**src/rtl/seg_capture.sv**
```systemverilog
// seg_capture: rebuilds four digits from a multiplexed active-low 7-segment/anode bus.
// Optional frame watchdog enabled by defining SEG_CAPTURE_TIMEOUT_EN.
module seg_capture #(
    parameter int STABLE  = 16,
    parameter int HEX     = 1,
    parameter int TO_BITS = 24
) (
    input  logic       ck,
    input  logic       rst,
    input  logic [0:6] seg,
    input  logic [3:0] an,
    output logic [3:0] x3,
    output logic [3:0] x2,
    output logic [3:0] x1,
    output logic [3:0] x0,
    output logic [3:0] blank,
    output logic [3:0] err,
    output logic       frame_valid,
    output logic       an_err,
    output logic       stale
);
    localparam int CW = $clog2(STABLE + 1);
    localparam logic [CW-1:0] CNT_MAX = CW'(STABLE);
    localparam logic [CW-1:0] CNT_ACC = CW'(STABLE - 1);

    typedef struct packed {
        logic [3:0] val;
        logic       blank;
        logic       err;
    } dec_t;

    // Patterns are written a..g, so seg[0] (segment a) is the leftmost bit.
    function automatic dec_t decode(input logic [6:0] p);
        dec_t d;
        d = '{val: 4'h0, blank: 1'b0, err: 1'b0};
        case (p)
            7'b0000001: d.val = 4'h0;
            7'b1001111: d.val = 4'h1;
            7'b0010010: d.val = 4'h2;
            7'b0000110: d.val = 4'h3;
            7'b1001100: d.val = 4'h4;
            7'b0100100: d.val = 4'h5;
            7'b0100000: d.val = 4'h6;
            7'b0001111: d.val = 4'h7;
            7'b0000000: d.val = 4'h8;
            7'b0000100: d.val = 4'h9;
            7'b0001000: if (HEX != 0) d.val = 4'hA; else d.err = 1'b1;
            7'b1100000: if (HEX != 0) d.val = 4'hB; else d.err = 1'b1;
            7'b0110001: if (HEX != 0) d.val = 4'hC; else d.err = 1'b1;
            7'b1000010: if (HEX != 0) d.val = 4'hD; else d.err = 1'b1;
            7'b0110000: if (HEX != 0) d.val = 4'hE; else d.err = 1'b1;
            7'b0111000: if (HEX != 0) d.val = 4'hF; else d.err = 1'b1;
            7'b1111111: d.blank = 1'b1;
            default:    d.err = 1'b1;
        endcase
        return d;
    endfunction

    logic [10:0]      p1_q, s_q;
    logic [CW-1:0]    cnt_q, cnt_d;
    logic [3:0]       mask_q, mask_d;
    logic [3:0][3:0]  sh_x_q, x_q;
    logic [3:0]       sh_b_q, sh_e_q, blank_q, err_q;
    logic             fv_q, an_err_q;
    logic             accept, cap_en, multi, frame, timeout;
    logic [3:0]       an_s;
    logic [1:0]       idx;
    dec_t             dec;

    // p1_q is the value S takes at the next edge, so decisions use it directly.
    always_comb begin
        cnt_d = cnt_q;
        if (p1_q != s_q)
            cnt_d = '0;
        else if (cnt_q != CNT_MAX)
            cnt_d = cnt_q + 1'b1;
        accept = (cnt_d == CNT_ACC) && (cnt_q != CNT_ACC);

        an_s = p1_q[10:7];
        dec  = decode(p1_q[6:0]);
        idx  = 2'd0;
        for (int i = 0; i < 4; i++)
            if (!an_s[i]) idx = 2'(i);
        cap_en = accept && $onehot(~an_s);
        multi  = accept && (an_s != 4'hF) && !$onehot(~an_s);

        frame  = (mask_q == 4'hF);
        mask_d = mask_q;
        if (frame || timeout)
            mask_d = 4'h0;
        if (cap_en)
            mask_d[idx] = 1'b1;
    end

    always_ff @(posedge ck) begin
        if (rst) begin
            p1_q     <= '1;
            s_q      <= '1;
            cnt_q    <= '0;
            mask_q   <= 4'h0;
            sh_x_q   <= '0;
            sh_b_q   <= 4'h0;
            sh_e_q   <= 4'h0;
            x_q      <= '0;
            blank_q  <= 4'h0;
            err_q    <= 4'h0;
            fv_q     <= 1'b0;
            an_err_q <= 1'b0;
        end else begin
            p1_q   <= {an, seg};
            s_q    <= p1_q;
            cnt_q  <= cnt_d;
            mask_q <= mask_d;
            fv_q   <= frame;
            if (frame) begin
                x_q     <= sh_x_q;
                blank_q <= sh_b_q;
                err_q   <= sh_e_q;
            end
            if (cap_en) begin
                sh_x_q[idx] <= dec.val;
                sh_b_q[idx] <= dec.blank;
                sh_e_q[idx] <= dec.err;
            end
            if (multi)
                an_err_q <= 1'b1;
        end
    end

`ifdef SEG_CAPTURE_TIMEOUT_EN
    logic [TO_BITS-1:0] to_q;
    logic               stale_q;

    assign timeout = &to_q;

    always_ff @(posedge ck) begin
        if (rst) begin
            to_q    <= '0;
            stale_q <= 1'b0;
        end else begin
            to_q <= fv_q ? '0 : to_q + 1'b1;
            if (frame)
                stale_q <= 1'b0;
            if (timeout)
                stale_q <= 1'b1;
        end
    end

    assign stale = stale_q;
`else
    assign timeout = 1'b0;
    assign stale   = 1'b0;
`endif

    assign x3          = x_q[3];
    assign x2          = x_q[2];
    assign x1          = x_q[1];
    assign x0          = x_q[0];
    assign blank       = blank_q;
    assign err         = err_q;
    assign frame_valid = fv_q;
    assign an_err      = an_err_q;
endmodule

```
**config.mk**
```make
export PLATFORM = sky130hd
export DESIGN_NAME = seg_capture
export DESIGN_NICKNAME = d
export VERILOG_FILES = /design/src/rtl/seg_capture.sv
export SDC_FILE = /design/constraint.sdc
export NUM_CORES = 1
export LEC_CHECK = 0
export ABC_AREA = 0
export CORE_MARGIN = 2
export CORE_UTILIZATION = 52
export CTS_BUF_LIST = sky130_fd_sc_hd__clkbuf_8
export DETAILED_ROUTE_END_ITERATION = 10
export GPL_TIMING_DRIVEN = 0
export PLACE_DENSITY = 0.78
export SLEW_MARGIN = 10
export SYNTH_ARGS = -nofsm -noshare
export SYNTH_HDL_FRONTEND = slang
export SYNTH_SLANG_ARGS = --single-unit
```
**constraint.sdc**
```tcl
create_clock -name ck -period 2.4 [get_ports ck]
set_input_delay 0.24 -clock ck [delete_from_list [all_inputs] [get_ports ck]]
set_output_delay 0.24 -clock ck [all_outputs]
set_load 0.05 [all_outputs]
```
==> results.md, run 1 <==
- Status: completed
- Drt first pass iters: 4
- I/O Pins: 40
- Hold Buf Count CTS: 0
- Worst Tran Pin Value: 508 ps
- Hold Crit Depth: 3
- Initial DRC Count: 139
- Number of routed nets with antenna violations: 0
- Die Width: 85.6 µm
- Worst Reg-to-Reg Cells: 8
- DR vias: 2814
- Post-synth top area cell: dfxtp_1
- Post-synth EDFFs: 0
- CTS Buffer Depth: 2
- Pre-CTS setup slack: -197 ps
- H-tree Lvls: 3
- Reg clk slew, reported paths: 80 ps
- Synth Cell Area: 0.00346 mm²
- CTS Root Cell: clkbuf_8
- PnR Total Power: 2.64 mW
- Ys flop type: dfxtp_1
- Post-synthesis sequential area ratio: 46.8%
- Top-count cell post-synth: dfxtp_1
- GR Util All Layers: 20.6%
- WL/cell: 13.6 µm
- Clock Latency Late Sink: 350 ps
- Pin count of the biggest net entering global routing: 16
- Die Y: 85.6 µm
- Crit path setup slack, layout: 52.8 ps
- Yosys reg bits: 81
- Synthesized instance count: 377
- Num Clock Sinks: 81
- Worst EP arrival: 2580 ps
- Final min period: 2350 ps
- Pwr/cell area: 608 mW/mm²
- GPL Wtd Cong: 0.892
- Layout cells sized above 1: 18.0%
- Worst Setup End Kind: flop
- DR DRC count: 0
- Max-Cap Viols: 0
- Global route overflow: 0
- Leak: 1.63 nW
- Synth Area per Inst: 9.19 µm²
- N_diodes: 0
- Min-Delay Path Class: input pin to flop
- Post-synth top cells: 81 x dfxtp_1, 57 x nand2_1, 33 x a21oi_1
- Slew Limit Headroom: 66.0%
- Fin cells: 516
- Netlist cell types: 50
- Final hold vios: 0
- Mapped Nets: 397
- CTS tree: yes
- CTS Buf Count: 9
- Fin. max-slew vios: 0
- Synthesis warning total: 0
- Worst Path Max Fanout: 6
- Via density: 5.45
- Placed cell count: 491
- Total Routed Length: 7.02 mm
- Post-DP HPWL: 4.91 mm
- Max VDD drop: 423 µV
- Final Util: 67.9%
- Top cells by area, synth: dfxtp_1 47%, mux2i_1 7.2%, nand2_1 6.2%
- Fraction of registers with async set/reset: 0%
- Worst EP required: 2630 ps
- CP startpoint kind: flop
- Initial Util: 54.2%
- Setup CP Type: flop to flop
- Unrepaired setup endpoints after global routing: yes
- Max Fclk: 0.426 GHz
- Final setup violation count: 0
- Vias in the first global route: 2707
- Yosys top cell area share: 46.8%
- Initial antenna violation count: 0
- Fin crit share: 97.8%
- First-pass GRT wire length: 12.0 mm
- Full die area: 0.00733 mm²
- Area Overhead vs Synth: 25.1%
- NumNets Final: 454
- CORE AREA: 0.00639 mm²
- PortBufs: 37
- Worst Skew: 9.21 ps
- Num rows: 29
-- state kept, by name, indices dropped and copies added, names as in the netlist --
signal and flops:
an_err 1, x1 4, sh_e_q 4, p1_q 11
sh_b_q 4, blank 4, s_q 11, frame_valid 1
err 4, x2 4, mask_q 4, sh_x_q 16
x3 4, x0 4, cnt_q 5
-- repair_timing --
action,CTS,global route
cloned,0,0
setup buffers,8,3
endpoints found under the setup margin,27,27
resized for setup,19,7
pin swaps,8,9
-- cell type report --
type	instances	area, µm²
Timing Repair Buffer	48	465
Multi-Input combinational cell	256	1770
Buffer	28	124
Clock buffer	10	138
Inverter	10	37.5
Clock inverter	6	72.6
Sequential cell	81	1630
Tap cell	77	96.3
Fill cell	518	2050
-- worst paths after layout --
| check | startpoint | to | slack (ps) |
|---|---|---|---|
| setup / recovery | p1_q[8] | sh_x_q[4] | 50 |
| hold / removal | rst | sh_e_q[0] | 300 |
| setup reg to reg | p1_q[8] | sh_x_q[4] | 50 |
| hold reg to reg | blank[1] | blank[1] | 460 |
-- where the power goes --
group | leakage (nW) | switching, mW | internal, mW
clock | 0.110 | 0.540 | 0.526
combinational | 0.861 | 0.106 | 0.0930
sequential | 0.659 | 0.0125 | 1.36
-- routing by layer --
| layer | GRT usage (%) | part of all wire, % | vias up |
|---|---|---|---|
| met5 | 0 | 0 | - |
| met4 | 10.7 | 2.6 | 0 |
| met3 | 3.66 | 4.2 | 19 |
| met2 | 34.2 | 48 | 84 |
| met1 | 25.7 | 45 | 1343 |
| li1 | - | - | 1368 |
-- logic make-up (layout without fill, tap and decap cells) --
kind of cell	after synthesis	after routing	share of synthesized area, %
simple gates	160	160	26.4
fa+ha+maj	7	7	2.75
other cells	1	1	0.108
flops	81	81	46.8
mux	25	25	7.23
buf+inv	40	102	4.95
compound gates	48	48	7.91
xor+xnor	15	15	3.79
-- per-stage QoR --
stage	cell area, µm²	hold WS (ps)	TNS, ps
2_1_floorplan	3470	344	0
5_1_grt	4330	354	-232
4_1_cts	4290	306	-923
3_5_place_dp	3940	446	-3320
3_3_place_gp	3940	438	-1950
6_report	4330	301	0
-- layout by cell type, fill, tap and decap left out, types with 2 or more instances in the layout --
cell,count
dfxtp_1,77
nand2_1,56
clkdlybuf4s50_1,37
a21oi_1,32
nand2b_1,26
mux2i_1,25
clkbuf_1,22
or2_2,22
xor2_1,13
buf_4,12
clkbuf_8,10
inv_1,9
nor2_1,8
nand3_1,6
nor3_1,5
o21ai_0,4
ha_4,4
nand4_1,3
buf_2,3
a32oi_1,3
nor3b_1,3
nand3b_1,3
inv_6,3
nor4_2,2
nand4b_1,2
xnor2_1,2
or4_4,2
or3_1,2
nor2b_1,2
and3b_1,2
a21o_1,2
a211oi_1,2
ha_1,2
dfxtp_2,2
dfxtp_4,2
-- critical path: stages, from the launching register on --
cell and delay, ps:
dfxtp_4 350, fa_1 550, inv_2 50, ha_4 150, ha_4 210, nor2_4 100
nand2_4 70, or4_4 580, mux2i_1 150
No activity file was read; power rests on OpenSTA's default activity.
==> run 2: changes to the inputs <==
PLACE_DENSITY = 0.83   (was 0.78)
==> results.md, run 2 (same netlist as run 1, synthesis figures left out) <==
- Post-DP HPWL: 5.00 mm (was 4.91 mm)
- Worst Setup SP: cnt_q[0] (was p1_q[8])
- WL/cell: 14.1 µm (was 13.6 µm)
- CTS Buffer Depth: 2 (unchanged)
- Commonest cells after routing, fill and taps aside: 76 x dfxtp_1, 56 x nand2_1, 37 x clkdlybuf4s50_1 (was 77 x dfxtp_1, 56 x nand2_1, 37 x clkdlybuf4s50_1)
- Final hold vios: 0 (unchanged)
- Worst Path Max Fanout: 7 (was 6)
- Worst setup path end: sh_x_q[10] (was sh_x_q[4])
- Slowest stage delay, CP: 620 ps (was 580 ps)
- GPL Wtd Cong: 0.906 (was 0.892)
- Worst Reg-to-Reg Cells: 8 (unchanged)
- Num rows: 29 (unchanged)
- CTS Buf Count: 9 (unchanged)
- CP max-delay cell: or4_4 (unchanged)
- I/O Pins: 40 (unchanged)
- DR vias: 2782 (was 2814)
- Fin. max-slew vios: 0 (unchanged)
- Max-Cap Viols: 0 (unchanged)
- Drt first pass iters: 4 (unchanged)
- Fin Setup TNS: 0 ps (unchanged)
- Global route overflow: 0 (unchanged)
- DP Area: 0.00394 mm² (unchanged)
- Largest regs: sh_x_q (16), p1_q (11), s_q (11) (unchanged)
- CORE AREA: 0.00639 mm² (unchanged)
- Via density: 5.39 (was 5.45)
- Min-Delay Path Class: input pin to flop (unchanged)
- Setup CP Type: flop to flop (unchanged)
- Vias in the first global route: 2745 (was 2707)
- Worst R2R End: sh_x_q[10] (was sh_x_q[4])
- Reg2reg setup slack: 5 ps (was 50 ps)
- Worst Setup End Kind: flop (unchanged)
- Die Y: 85.6 µm (unchanged)
- Layout cells sized above 1: 18.5% (was 18.0%)
- Fillers: 500 (was 518)
- Leak: 1.62 nW (was 1.63 nW)
- CP startpoint kind: flop (unchanged)
- Max Fclk: 0.417 GHz (was 0.426 GHz)
- Status: completed (unchanged)
- Largest register FFs: 16 (unchanged)
- Total Routed Length: 7.27 mm (was 7.02 mm)
- Initial Util: 54.2% (unchanged)
- Area Overhead vs Synth: 25.1% (about the same)
- CTS Root Cell: clkbuf_8 (unchanged)
- Slew Limit Headroom: 65.9% (was 66.0%)
- PnR Total Power: 2.60 mW (was 2.64 mW)
- H-tree Lvls: 3 (unchanged)
- Initial antenna violation count: 0 (unchanged)
- First-pass GRT wire length: 12.7 mm (was 12.0 mm)
- Min Hold Slack: 263 ps (was 301 ps)
- CP most frequent cell: ha_4 (unchanged)
- Ordered cell list for the critical path: ha_4, and3_4, ha_4, nand4bb_4, nor4b_4, nand4_2, or4_4, mux2i_1 (was fa_1, inv_2, ha_4, ha_4, nor2_4, nand2_4, or4_4, mux2i_1)
- Final setup violation count: 0 (unchanged)
- R2r startpoint: cnt_q[0] (was p1_q[8])
- Worst EP arrival: 2680 ps (was 2580 ps)
- GR Util All Layers: 21.7% (was 20.6%)
- Most flops, register: sh_x_q (unchanged)
- Worst Skew: 9.97 ps (was 9.21 ps)
- Fin crit share: 99.8% (was 97.8%)
- Pin count of the biggest net entering global routing: 15 (was 16)
- Max VDD drop: 398 µV (was 423 µV)
- NumNets Final: 454 (unchanged)
- Number of routed nets with antenna violations: 0 (unchanged)
- Num Clock Sinks: 81 (unchanged)
- Clock Latency Late Sink: 360 ps (was 350 ps)
- N_diodes: 0 (unchanged)
- Pwr/cell area: 601 mW/mm² (was 608 mW/mm²)
- Design area: 0.00433 mm² (about the same)
- Unrepaired setup endpoints after global routing: yes (unchanged)
- DR DRC count: 0 (unchanged)
- Die Width: 85.6 µm (unchanged)
- Worst EP required: 2680 ps (was 2630 ps)
- Most common cell after layout, fill and taps aside: dfxtp_1 (unchanged)
- PortBufs: 37 (unchanged)
- Reg clk slew, reported paths: 80 ps (about the same)
- Fin cells: 516 (unchanged)
- Full die area: 0.00733 mm² (unchanged)
- CTS tree: yes (unchanged)
- Initial DRC Count: 106 (was 139)
- Placed cell count: 491 (unchanged)
- Final min period: 2400 ps (was 2350 ps)
- Worst Tran Pin Value: 509 ps (was 508 ps)
[run 2: worst min path at each step]
stage / start / to / slack [ps] / cells past startpoint
after floorplan: an[0] / p1_q[7] / 340 / 1
after global placement: an_err / an_err / 440 / 2
after detailed placement: blank[0] / blank[0] / 450 / 2
after CTS: rst / sh_e_q[0] / 260 / 3
after global routing: rst / sh_e_q[0] / 310 / 3
final: rst / sh_e_q[0] / 260 / 3
[run 2: power breakdown]
part | total (mW) | internal, mW | switching [mW]
Clock | 1.02 | 0.513 | 0.512
Sequential | 1.37 | 1.36 | 0.0125
Combinational | 0.207 | 0.0976 | 0.109
[run 2: metal layers]
layer / track usage [%] / up-vias / wire (µm)
met3: 4.81 / 16 / 321
met2: 36.8 / 69 / 3660
met4: 9.81 / 0 / 153
met5: 0 / - / 0
met1: 26.4 / 1323 / 3140
li1: - / 1374 / -
[run 2: per-stage QoR]
stage               util [%]  setup WS [ps]
floorplan                  -           3.19
global placement        61.6           -143
detailed placement      61.6           -196
CTS                     67.2          -40.0
global route            67.8           -103
finish                  67.8           4.72
[run 2: what timing repair did]
item / 4_1_cts / 5_1_grt
endpoints found under the hold margin: 0 / 0
pin swaps: 9 / 10
hold buffers: 0 / 0
buffers inserted: 9 / 2
endpoints found under the setup margin: 27 / 28
gates resized for setup: 22 / 8
[run 2: area by class of cell]
| type | count | area, µm² | area share, % |
|---|---|---|---|
| Clock inverter | 6 | 65.1 | 1.50 |
| Multi-Input combinational cell | 256 | 1780 | 41.1 |
| Buffer | 28 | 124 | 2.86 |
| Sequential cell | 81 | 1640 | 37.8 |
| Tap cell | 77 | 96.3 | 2.22 |
| Inverter | 10 | 37.5 | 0.867 |
| Clock buffer | 10 | 138 | 3.18 |
| Timing Repair Buffer | 48 | 457 | 10.5 |
[run 2: critical path, delay by kind of cell (launching register included)]
| family | cells | cell delay (ps) |
|---|---|---|
| fa+ha+maj | 2 | 310 |
| flops | 1 | 360 |
| mux | 1 | 210 |
| simple gates | 5 | 1450 |
